<file path="src/rtl/clk_sw_pkg.sv">
// Shared definitions for the clock-switch sequencer: state encodings and select constants.
package clk_sw_pkg;

  typedef enum logic [1:0] {
    ST_IDLE   = 2'd0,
    ST_SWITCH = 2'd1,
    ST_DWELL  = 2'd2
  } state_t;

  localparam logic SEL_CLK1 = 1'b1;
  localparam logic SEL_CLK2 = 1'b0;

  function automatic int max_int(input int a, input int b);
    return (a > b) ? a : b;
  endfunction

endpackage

</file>
<file path="src/rtl/clk_sw_timer.sv">
// Loadable TW-bit down-counter with zero flag; shared by the settle and dwell phases.
module clk_sw_timer #(
  parameter int TW = 6
) (
  input  logic          clk,
  input  logic          rst,
  input  logic          load,
  input  logic [TW-1:0] load_val,
  input  logic          dec,
  output logic          zero
);

  logic [TW-1:0] r_cnt;

  // NOTE: sequential state uses non-blocking (<=) so every register samples pre-edge values.
  always_ff @(posedge clk) begin
    if (rst) begin
      r_cnt <= '0;
    end else if (load) begin
      r_cnt <= load_val;
    end else if (dec && (r_cnt != '0)) begin
      r_cnt <= r_cnt - 1'b1;
    end
  end

  assign zero = (r_cnt == '0);

endmodule

</file>
<file path="src/rtl/clk_switch_ctrl.sv">
// Always-on-clock sequencer driving sel_clk1 of a glitch-free clock switch.
// Define CLK_SW_DWELL_EN to add a post-switch DWELL hold-off phase.
module clk_switch_ctrl
  import clk_sw_pkg::*;
#(
  parameter int SETTLE_CYC = 16,
  parameter int DWELL_CYC  = 32,
  parameter int SW_CNT_W   = 8
) (
  input  logic                clk,
  input  logic                rst,
  input  logic                req_valid,
  input  logic                req_sel,
  output logic                req_ready,
  output logic                sel_clk1,
  output logic                cur_sel,
  output logic                busy,
  output logic                done,
  output logic [SW_CNT_W-1:0] sw_cnt
);

  localparam int TW = $clog2(max_int(SETTLE_CYC, DWELL_CYC)) + 1;
  localparam logic [TW-1:0] SETTLE_LOAD = TW'(SETTLE_CYC - 1);
`ifdef CLK_SW_DWELL_EN
  localparam logic [TW-1:0] DWELL_LOAD = TW'(DWELL_CYC - 1);
`endif

  state_t                r_state, w_state_nxt;
  logic                  r_sel, r_cur_sel, r_done;
  logic [SW_CNT_W-1:0]   r_sw_cnt;
  logic                  w_sel_nxt, w_done_nxt, w_commit;
  logic                  w_load, w_dec, w_tmr_zero;
  logic [TW-1:0]         w_load_val;

  clk_sw_timer #(.TW(TW)) u_timer (
    .clk      (clk),
    .rst      (rst),
    .load     (w_load),
    .load_val (w_load_val),
    .dec      (w_dec),
    .zero     (w_tmr_zero)
  );

  always_ff @(posedge clk) begin
    if (rst) r_state <= ST_IDLE;
    else     r_state <= w_state_nxt;
  end

  // NOTE: every always_comb output gets a default first so no path infers a latch.
  always_comb begin
    w_state_nxt = r_state;
    w_sel_nxt   = r_sel;
    w_done_nxt  = 1'b0;
    w_commit    = 1'b0;
    w_load      = 1'b0;
    w_load_val  = '0;
    w_dec       = 1'b0;
    case (r_state)
      ST_IDLE: begin
        if (req_valid) begin
          if (req_sel != r_sel) begin
            w_sel_nxt   = req_sel;
            w_state_nxt = ST_SWITCH;
            w_load      = 1'b1;
            w_load_val  = SETTLE_LOAD;
          end else begin
            w_done_nxt = 1'b1;
          end
        end
      end
      ST_SWITCH: begin
        if (w_tmr_zero) begin
          w_done_nxt = 1'b1;
          w_commit   = 1'b1;
`ifdef CLK_SW_DWELL_EN
          w_state_nxt = ST_DWELL;
          w_load      = 1'b1;
          w_load_val  = DWELL_LOAD;
`else
          w_state_nxt = ST_IDLE;
`endif
        end else begin
          w_dec = 1'b1;
        end
      end
`ifdef CLK_SW_DWELL_EN
      ST_DWELL: begin
        if (w_tmr_zero) w_state_nxt = ST_IDLE;
        else            w_dec = 1'b1;
      end
`endif
      default: w_state_nxt = ST_IDLE;
    endcase
  end

  // cur_sel and the count only move on the completion edge of a real switch.
  always_ff @(posedge clk) begin
    if (rst) begin
      r_sel     <= SEL_CLK1;
      r_cur_sel <= SEL_CLK1;
      r_done    <= 1'b0;
      r_sw_cnt  <= '0;
    end else begin
      r_sel  <= w_sel_nxt;
      r_done <= w_done_nxt;
      if (w_commit) begin
        r_cur_sel <= r_sel;
        if (r_sw_cnt != '1) r_sw_cnt <= r_sw_cnt + 1'b1;
      end
    end
  end

  assign req_ready = (r_state == ST_IDLE);
  assign busy      = (r_state != ST_IDLE);
  assign sel_clk1  = r_sel;
  assign cur_sel   = r_cur_sel;
  assign done      = r_done;
  assign sw_cnt    = r_sw_cnt;

endmodule
</file>
<file path="config.mk">
export PLATFORM = sky130hd
export DESIGN_NAME = clk_switch_ctrl
export DESIGN_NICKNAME = d
export VERILOG_FILES = /design/src/rtl/clk_sw_pkg.sv /design/src/rtl/clk_sw_timer.sv /design/src/rtl/clk_switch_ctrl.sv
export SDC_FILE = /design/constraint.sdc
export NUM_CORES = 1
export LEC_CHECK = 0
export BUFFER_PORTS_ARGS = -buffer_cell sky130_fd_sc_hd__buf_2
export CORE_UTILIZATION = 52
export DETAILED_ROUTE_END_ITERATION = 8
export GPL_ROUTABILITY_DRIVEN = 0
export PLACE_DENSITY = 0.77
export SYNTH_ARGS = -nofsm -noshare
export SYNTH_HDL_FRONTEND = slang
export SYNTH_SLANG_ARGS = --single-unit
</file>
<file path="constraint.sdc">
create_clock -name clk -period 2.1 [get_ports clk]
set_input_delay 0.525 -clock clk [delete_from_list [all_inputs] [get_ports clk]]
set_output_delay 0.525 -clock clk [all_outputs]
set_load 0.005 [all_outputs]
</file>
==> results of run 1 <==
-- placed cells by master, fill, tap and decap left out, drive strengths merged, types with 2 or more instances in the layout --
master   n
a21oi   10
o21ai    3
ha       3
nor3     6
dfxtp   18
a211oi   3
nor2b    3
nand4    2
mux2i    5
nor2     6
xnor2    2
inv      7
buf     16
nor3b    2
nand2   12
nand3    3
clkbuf   4
-- state kept, by name, indices dropped and copies added (netlist names) --
name           count
u_timer.r_cnt      6
r_state            1
sw_cnt             8
cur_sel            1
sel_clk1           1
done               1
-- how the worst max path moves through the flow --
stage                      from        end  slack, ns  cells past startpoint
6_report       u_timer.r_cnt[0]  sw_cnt[0]       0.22                      6
5_1_grt        u_timer.r_cnt[0]  sw_cnt[0]       0.08                      6
4_1_cts        u_timer.r_cnt[0]  sw_cnt[0]       0.21                      6
3_5_place_dp   u_timer.r_cnt[0]  sw_cnt[0]       0.23                      6
3_3_place_gp         r_state[0]  sw_cnt[0]       0.32                      4
2_1_floorplan  u_timer.r_cnt[0]  sw_cnt[0]       0.44                      6
-- area by class of cell --
cell class | count | share of cell area, %
flip-flops and latches | 18 | 35.7
multi-input cells | 75 | 48.2
repair buffers | 16 | 7.93
inverters | 7 | 2.60
clock buffers | 4 | 3.59
well taps | 16 | 1.98
-- through the flow --
stage	cell area [µm²]	hold slack (ns)	setup WS, ns
floorplan	877	0.467	0.439
finish	1010	0.479	0.220
global route	1010	0.495	0.0807
global placement	973	0.473	0.325
CTS	1010	0.486	0.206
detailed placement	973	0.476	0.233
-- cells by family after synthesis --
kind of cell    share of synthesized area [%]
simple gates                             26.4
flops                                    41.1
fa+ha+maj                                4.28
buf+inv                                  3.42
xor+xnor                                 3.00
mux                                      6.99
compound gates                           14.8
-- per-layer routing --
metal  vias to the layer above  track usage [%]
met5                         -                0
met4                         0             9.09
met3                         4             2.55
met2                        14             35.8
met1                       362             30.2
li1                        397                -
-- power groups by stage --
| stage | clock, mW | sequential, mW | combinational [mW] |
|---|---|---|---|
| finish | 0.221 | 0.385 | 0.130 |
| detailed placement | 0 | 0.393 | 0.130 |
| CTS | 0.221 | 0.385 | 0.131 |
| global placement | 0 | 0.391 | 0.126 |
| floorplan | 0 | 0.389 | 0.0967 |
| global route | 0.235 | 0.390 | 0.147 |
-- tightest hold or removal path, cell delays in order --
cell,delay (ns)
buf_2,0.10
mux2i_1,0.07
nand2_1,0.06
==> key figures, run 1 <==
Run status
  • Status: complete, no violations

Pwr
  • P_sw: 213 µW
  • Total Power: 737 µW
  • Power per Cell Area: 730 mW/mm²
  • Sw Share: 28.9%
  • Leak Pwr: 0.419 nW
  • Internal power: 524 µW
  • Clk pwr share: 30.0%
  • Sequential share of power: 52.3%
  • Comb power frac: 17.7%
  • Peak supply drop: 0.493 mV

Yosys
  • Number of synthesized flops with an enable pin: 0
  • Seq/Total Area, Yosys: 41.1%
  • Seq cells post-synth: 18
  • Synth top area cells: dfxtp_1 (41%), a21oi_1 (5.7%), mux2i_1 (5.7%)
  • Post-synth net total: 108
  • Synth warn: 0
  • Post-synthesis cell count: 101
  • Post-synth top flop: dfxtp_1
  • Synthesized area: 877 µm²
  • Async SR Flop Fraction: 0%
  • Count leader, synth: dfxtp_1
  • Syn avg cell area: 8.68 µm²
  • Synth cell count leaders: dfxtp_1 (18), nand2_1 (12), a21oi_1 (10)
  • Post-synth top area cell: dfxtp_1
  • Share of the synthesized area in the top cell type: 41.1%
  • Number of library cell types mapped by synthesis: 33

Cells and area
  • Register area: 360 µm²
  • Fillcell total: 141
  • Area occupied by multi-input gates: 487 µm²
  • Antenna cells: 0
  • Finished Core Util: 65.5%
  • Layout cells sized above 1: 20.0%
  • Final std cells w/o fill: 136
  • Final #Nets: 128
  • Area Overhead vs Synth: 15.1%

Floorplan
  • Die width: 43.1 µm
  • Die area: 0.00186 mm²
  • CORE AREA: 0.00154 mm²
  • Top Ports: 17
  • Initial Utilization: 56.9%
  • Std cell rows: 14
  • Chip height: 43.1 µm

Flow run
  • Max-Cap Viols: 0

Global route
  • Vias in the first global route: 735
  • Pin count of the biggest net entering global routing: 17
  • Total track usage: 22.3%
  • GRT overflow: 0
  • First-pass GRT wire length: 3190 µm
  • Initial antenna violation count: 0

Critical path
  • Worst R2R End: sw_cnt[0]
  • Buffers and inverters on the worst path: 1
  • Worst Setup Path Type: reg2reg
  • Reg2Reg Setup Slack: 0.22 ns
  • CP Launch Type: register
  • R2R depth: 6
  • CP Capture Type: register
  • Arrival time worst endpoint: 2.08 ns
  • CP required: 2.30 ns
  • Slowest-stage cell, CP: nor3b_4
  • Crit path max-delay family: simple AND/OR/NAND/NOR gates
  • CP max FO: 10
  • Worst-path cell chain: inv_1 -> ha_1 -> nor3b_4 -> nand2_1 -> a21oi_1 -> mux2_2
  • Worst r2r src: u_timer.r_cnt[0]
  • Critical Path Max Stage Delay: 0.38 ns

STA
  • Post-route minimum period: 1.88 ns
  • Period utilisation layout: 89.5%
  • Slew Viols, Final: 0
  • Fmax: 0.532 GHz
  • RSZ-0062 raised after global routing: false
  • Final setup viols: 0
  • Final hold viol count: 0
  • Worst Skew: 0.00253 ns
  • Total negative slack: 0 ns
  • Pin slew with the least headroom to its limit: 0.504 ns
  • Rel. slew slack: 65.5%

Routing
  • Met3 Routed Length: 46 µm
  • Uppermost routed layer: met4
  • Number of vias per cell: 5.71
  • DRC: 0
  • Routed WL: 1830 µm
  • DR WL met2: 832 µm
  • Post-route ant nets: 0
  • DRT Pass-1 Iters: 4
  • DRT iter0 DRCs: 13
  • Via count: 777
  • Average routed wire per standard cell: 13.4 µm
  • Met1 WL: 918 µm

Hold path
  • WHS Endpoint: sel_clk1
  • WHS Path Cells: 3
  • Min-delay src: req_sel
  • Min-delay worst type: in2reg

Clock network
  • TritonCTS sink count: 18
  • Clock Latency Late Sink: 0.30 ns
  • Root Buffer: clkbuf_4
  • CTS Buffer Depth: 2
  • Hold buffers post-CTS: 0
  • CTS resizes: 0
  • CTS H-tree depth: 1
  • TritonCTS clock tree: built
  • Clock-pin slew on the worst setup and hold paths: 0.11 ns
  • CTS buffer count: 3
  • Post-CTS Setup Bufs: 0

Placed design
  • Post-DP HPWL: 1340 µm
  • Port bufs: 16
  • Placed cells: 132
Note: power is estimated with default switching activity, not from simulation.
==> inputs of run 2 (changes only) <==
--- a/config.mk
+++ b/config.mk
@@ -6,6 +6,7 @@
 export NUM_CORES = 1
 export LEC_CHECK = 0
 export BUFFER_PORTS_ARGS = -buffer_cell sky130_fd_sc_hd__buf_2
+export CORE_MARGIN = 3
 export CORE_UTILIZATION = 52
 export DETAILED_ROUTE_END_ITERATION = 8
 export GPL_ROUTABILITY_DRIVEN = 0
==> run 2 against run 1 <==
Hold slack worse by 0.0015 ns. Global-route usage down 3.8 points. Register-to-register slack better by 0.04 ns. Critical path depth unchanged. Largest cell class unchanged.
==> key figures, run 2 (synthesized netlist as in run 1, its figures left out) <==
Critical path
  • CP Launch Type: register
  • CP max FO: 10
  • CP required: 2.30 ns
  • R2R depth: 6
  • CP Capture Type: register
  • Worst R2R End: sw_cnt[0]
  • Worst r2r src: u_timer.r_cnt[0]
  • Reg2Reg Setup Slack: 0.26 ns
  • Worst Setup Path Type: reg2reg
  • Arrival time worst endpoint: 2.04 ns

Cells and area
  • Final std cells w/o fill: 136
  • Most frequent cells in the layout: dfxtp_1 (18), buf_2 (16), nand2_1 (12), a21oi_1 (10), inv_1 (7)
  • Fillcell total: 139
  • Finished Core Util: 65.5%
  • Max reg flops: 8
  • Antenna cells: 0
  • Area occupied by multi-input gates: 487 µm²
  • Most common cell after layout, fill and taps aside: dfxtp_1
  • Final #Nets: 128
  • Register area: 360 µm²
  • Layout cells sized above 1: 20.0%
  • Area Overhead vs Synth: 15.1%

Routing
  • DRT iter0 DRCs: 5
  • DRT Pass-1 Iters: 4
  • Routed WL: 1760 µm
  • Post-route ant nets: 0
  • Via count: 769
  • Number of vias per cell: 5.65
  • Average routed wire per standard cell: 13.0 µm
  • DRC: 0

STA
  • Final setup viols: 0
  • Total negative slack: 0 ns
  • Period utilisation layout: 87.8%
  • Pin slew with the least headroom to its limit: 0.515 ns
  • RSZ-0062 raised after global routing: false
  • Slew Viols, Final: 0
  • Worst Skew: 0.00308 ns
  • Fmax: 0.543 GHz
  • Rel. slew slack: 64.8%
  • Min Hold Slack: 0.478 ns
  • Final hold viol count: 0
  • Post-route minimum period: 1.84 ns

Global route
  • Total track usage: 18.5%
  • Pin count of the biggest net entering global routing: 17
  • Vias in the first global route: 681
  • First-pass GRT wire length: 2920 µm
  • GRT overflow: 0
  • Initial antenna violation count: 0

Floorplan
  • Std cell rows: 14
  • CORE AREA: 0.00154 mm²
  • Chip height: 47.1 µm
  • Top Ports: 17
  • Initial Utilization: 56.9%
  • Die area: 0.00222 mm²
  • Die width: 47.1 µm

Placed design
  • Placed cells: 132
  • Post-DP HPWL: 1310 µm
  • Port bufs: 16

Clock network
  • Root Buffer: clkbuf_4
  • TritonCTS clock tree: built
  • Hold buffers post-CTS: 0
  • CTS H-tree depth: 1
  • CTS Buffer Depth: 2
  • Clock Latency Late Sink: 0.29 ns
  • CTS resizes: 0
  • Post-CTS Setup Bufs: 0
  • Clock-pin slew on the worst setup and hold paths: 0.10 ns
  • TritonCTS sink count: 18
  • CTS buffer count: 3

Hold path
  • Min-delay worst type: in2reg
  • Min-delay src: req_sel
  • WHS Endpoint: sel_clk1
  • WHS Path Cells: 3

Flow run
  • Max-Cap Viols: 0

Pwr
  • Power per Cell Area: 722 mW/mm²
  • Leak Pwr: 0.419 nW
  • Peak supply drop: 0.562 mV

Run status
  • Status: complete, no violations
run 2: cell counts in the layout (fill, tap and decap cells not counted):
Identical to the previous run, type by type.
run 2: worst max-delay path by stage:
stage                      to  cells after the start              from
global route        sw_cnt[0]                      4        r_state[0]
CTS                 sw_cnt[0]                      6  u_timer.r_cnt[0]
detailed placement  sw_cnt[0]                      6  u_timer.r_cnt[0]
finish              sw_cnt[0]                      6  u_timer.r_cnt[0]
floorplan           sw_cnt[0]                      6  u_timer.r_cnt[0]
global placement    sw_cnt[0]                      4        r_state[0]
run 2: area by class of cell:
class | count | area share, %
multi-input combinational | 75 | 48.2
clock buffer | 4 | 3.59
sequential | 18 | 35.7
timing repair buffer | 16 | 7.93
tap | 16 | 1.98
inverter | 7 | 2.60
run 2: through the flow:
stage	area [µm²]	setup slack, ns	power (mW)
after floorplan	877	0.439	0.485
after global placement	973	0.321	0.518
after detailed placement	973	0.274	0.521
after CTS	1010	0.262	0.732
after global routing	1010	0.0496	0.765
final	1010	0.257	0.729
run 2: metal layers:
layer,vias to the layer above,wire length (µm),global-route usage [%]
li1,398,-,-
met1,353,873,24.6
met2,13,799,29.0
met3,5,56,3.45
met4,0,34,8.29
met5,-,0,0
run 2: power by group:
group / internal [mW] / switching (mW) / total (mW)
Sequential: 0.362 / 0.0230 / 0.385
Clock: 0.106 / 0.110 / 0.215
Combinational: 0.0566 / 0.0720 / 0.129
Total: 0.524 / 0.205 / 0.729
run 2: critical path: stages, from the launching register on:
cell and delay (ns):
dfxtp_1 0.35, inv_1 0.08, ha_1 0.14, nor3b_4 0.38
nand2_1 0.19, a21oi_1 0.24, mux2_2 0.36
==> inputs of run 3 (changes only) <==
--- a/config.mk
+++ b/config.mk
@@ -7,10 +7,10 @@
 export LEC_CHECK = 0
 export BUFFER_PORTS_ARGS = -buffer_cell sky130_fd_sc_hd__buf_2
 export CORE_MARGIN = 3
-export CORE_UTILIZATION = 52
+export CORE_UTILIZATION = 50
 export DETAILED_ROUTE_END_ITERATION = 8
 export GPL_ROUTABILITY_DRIVEN = 0
-export PLACE_DENSITY = 0.77
+export PLACE_DENSITY = 0.74
 export SYNTH_ARGS = -nofsm -noshare
 export SYNTH_HDL_FRONTEND = slang
 export SYNTH_SLANG_ARGS = --single-unit
==> run 3 against run 2 <==
Maximum frequency down 4.0%. Clock-buffer cell count down 1. Global-route usage down 1.0 points. First-iteration DRC count rose to 3.2 times the previous value. Clock power down 21%. Sequential cell count unchanged. Core utilization down 2.3 points. Hold slack worse by 0.0037 ns. Sequential power about the same. Critical path depth unchanged. Register-to-register slack worse by 0.08 ns. Final cell count down 0.74%. Critical path type unchanged.
==> key figures, run 3 (synthesized netlist as in run 1, its figures left out) <==
Cells and area
  • Antenna cells: 0
  • Max reg flops: 8
  • Most common cell after layout, fill and taps aside: dfxtp_1
  • Layout cells sized above 1: 19.3%
  • Most frequent cells in the layout: dfxtp_1 (18), buf_2 (16), nand2_1 (12), a21oi_1 (10), inv_1 (7)
  • Area Overhead vs Synth: 13.6%
  • Final #Nets: 128
  • Fillcell total: 144

STA
  • Fmax: 0.521 GHz
  • Worst Skew: 0.00719 ns
  • Final setup viols: 0
  • Final hold viol count: 0
  • Slew Viols, Final: 0
  • RSZ-0062 raised after global routing: false
  • Post-route minimum period: 1.92 ns
  • Pin slew with the least headroom to its limit: 0.480 ns
  • Total negative slack: 0 ns
  • Rel. slew slack: 67.2%
  • Post-route worst setup slack: 0.180 ns
  • Period utilisation layout: 91.4%

Routing
  • Number of vias per cell: 5.72
  • DRC: 0
  • DRT Pass-1 Iters: 4
  • DRT iter0 DRCs: 16
  • Routed WL: 1750 µm
  • Average routed wire per standard cell: 13.0 µm
  • Post-route ant nets: 0
  • Via count: 772

Floorplan
  • Die area: 0.00229 mm²
  • CORE AREA: 0.00158 mm²
  • Chip height: 47.9 µm
  • Top Ports: 17
  • Initial Utilization: 55.6%
  • Die width: 47.9 µm
  • Std cell rows: 14

Hold path
  • Min-delay worst type: in2reg

Critical path
  • Arrival time worst endpoint: 2.10 ns
  • Crit path from: u_timer.r_cnt[0]
  • Worst R2R End: sw_cnt[0]
  • Slowest-stage cell, CP: nor3b_4
  • CP Launch Type: register
  • Reg2Reg Setup Slack: 0.18 ns
  • Worst r2r src: u_timer.r_cnt[0]
  • CP required: 2.28 ns
  • R2R depth: 6
  • Critical Path Max Stage Delay: 0.39 ns
  • Worst-path cell chain: inv_1 -> ha_1 -> nor3b_4 -> nand2_1 -> a21oi_1 -> mux2_2
  • CP max FO: 10
  • CP Capture Type: register
  • Worst Setup Path Type: reg2reg
  • CP Capture Point: sw_cnt[0]

Global route
  • Initial antenna violation count: 0
  • Pin count of the biggest net entering global routing: 17
  • Vias in the first global route: 656
  • First-pass GRT wire length: 2820 µm
  • GRT overflow: 0
  • Total track usage: 17.5%

Clock network
  • TritonCTS clock tree: built
  • Hold buffers post-CTS: 0
  • CTS resizes: 0
  • TritonCTS sink count: 18
  • CTS Buffer Depth: 2
  • Clock-pin slew on the worst setup and hold paths: 0.10 ns
  • Clock Latency Late Sink: 0.29 ns
  • CTS H-tree depth: 1
  • Post-CTS Setup Bufs: 0
  • Root Buffer: clkbuf_4
  • CTS buffer count: 3

Placed design
  • Port bufs: 16
  • Post-DP HPWL: 1320 µm
  • Placement Setup Slack: 0.196 ns

Run status
  • Status: complete, no violations

Pwr
  • Peak supply drop: 0.481 mV
  • Power per Cell Area: 688 mW/mm²
  • Leak Pwr: 0.412 nW

Flow run
  • Max-Cap Viols: 0
-- run 3: cell types whose count changed in the layout (fill, tap and decap cells not counted), sizes merged --
cell | previous run | this run
clkbuf | 4 | 3
-- run 3: layer usage --
metal | GRT usage [%] | wire length, µm | vias up
met4 | 7.53 | 33 | 0
met1 | 22.4 | 832 | 348
met3 | 4.89 | 95 | 6
li1 | - | - | 395
met5 | 0 | 0 | -
met2 | 27.2 | 791 | 23
-- run 3: where the power goes --
group	internal, mW	switching, mW
clock	0.0666	0.103
sequential	0.362	0.0232
combinational	0.0571	0.0736
-- run 3: cell type report --
class	count	area (µm²)	share of cell area [%]
Tap cell	16	20.0	2.01
Timing Repair Buffer	16	80.1	8.04
Multi-Input combinational cell	75	487	48.9
Inverter	7	26.3	2.64
Sequential cell	18	360	36.2
Clock buffer	3	22.5	2.26
-- run 3: through the flow --
stage	total power [mW]	cell area, µm²	util (%)	std cells	hold WS [ns]
floorplan	0.485	877	-	101	0.467
global placement	0.516	973	61.7	132	0.465
detailed placement	0.524	973	61.7	132	0.467
CTS	0.689	996	63.2	135	0.472
global route	0.720	996	63.2	135	0.499
finish	0.685	996	63.2	135	0.474
-- run 3: worst max-delay path: cells and delay by family, from the launching register on --
kind                     cells  cell delay (ns)
flip-flops                   1             0.35
AND/OR/NAND/NOR              2             0.57
adder cells (fa/ha/maj)      1             0.16
multiplexers                 1             0.37
AO/OA/AOI/OAI                1             0.27
buffers and inverters        1             0.09
-- run 3: worst min-delay path by stage --
stage,start,endpoint,slack [ns],cells after the start
finish,req_sel,sel_clk1,0.47,3
global route,req_sel,sel_clk1,0.50,3
CTS,req_sel,sel_clk1,0.47,3
detailed placement,cur_sel,cur_sel,0.47,2
global placement,cur_sel,cur_sel,0.47,2
floorplan,u_timer.r_cnt[0],u_timer.r_cnt[0],0.47,1
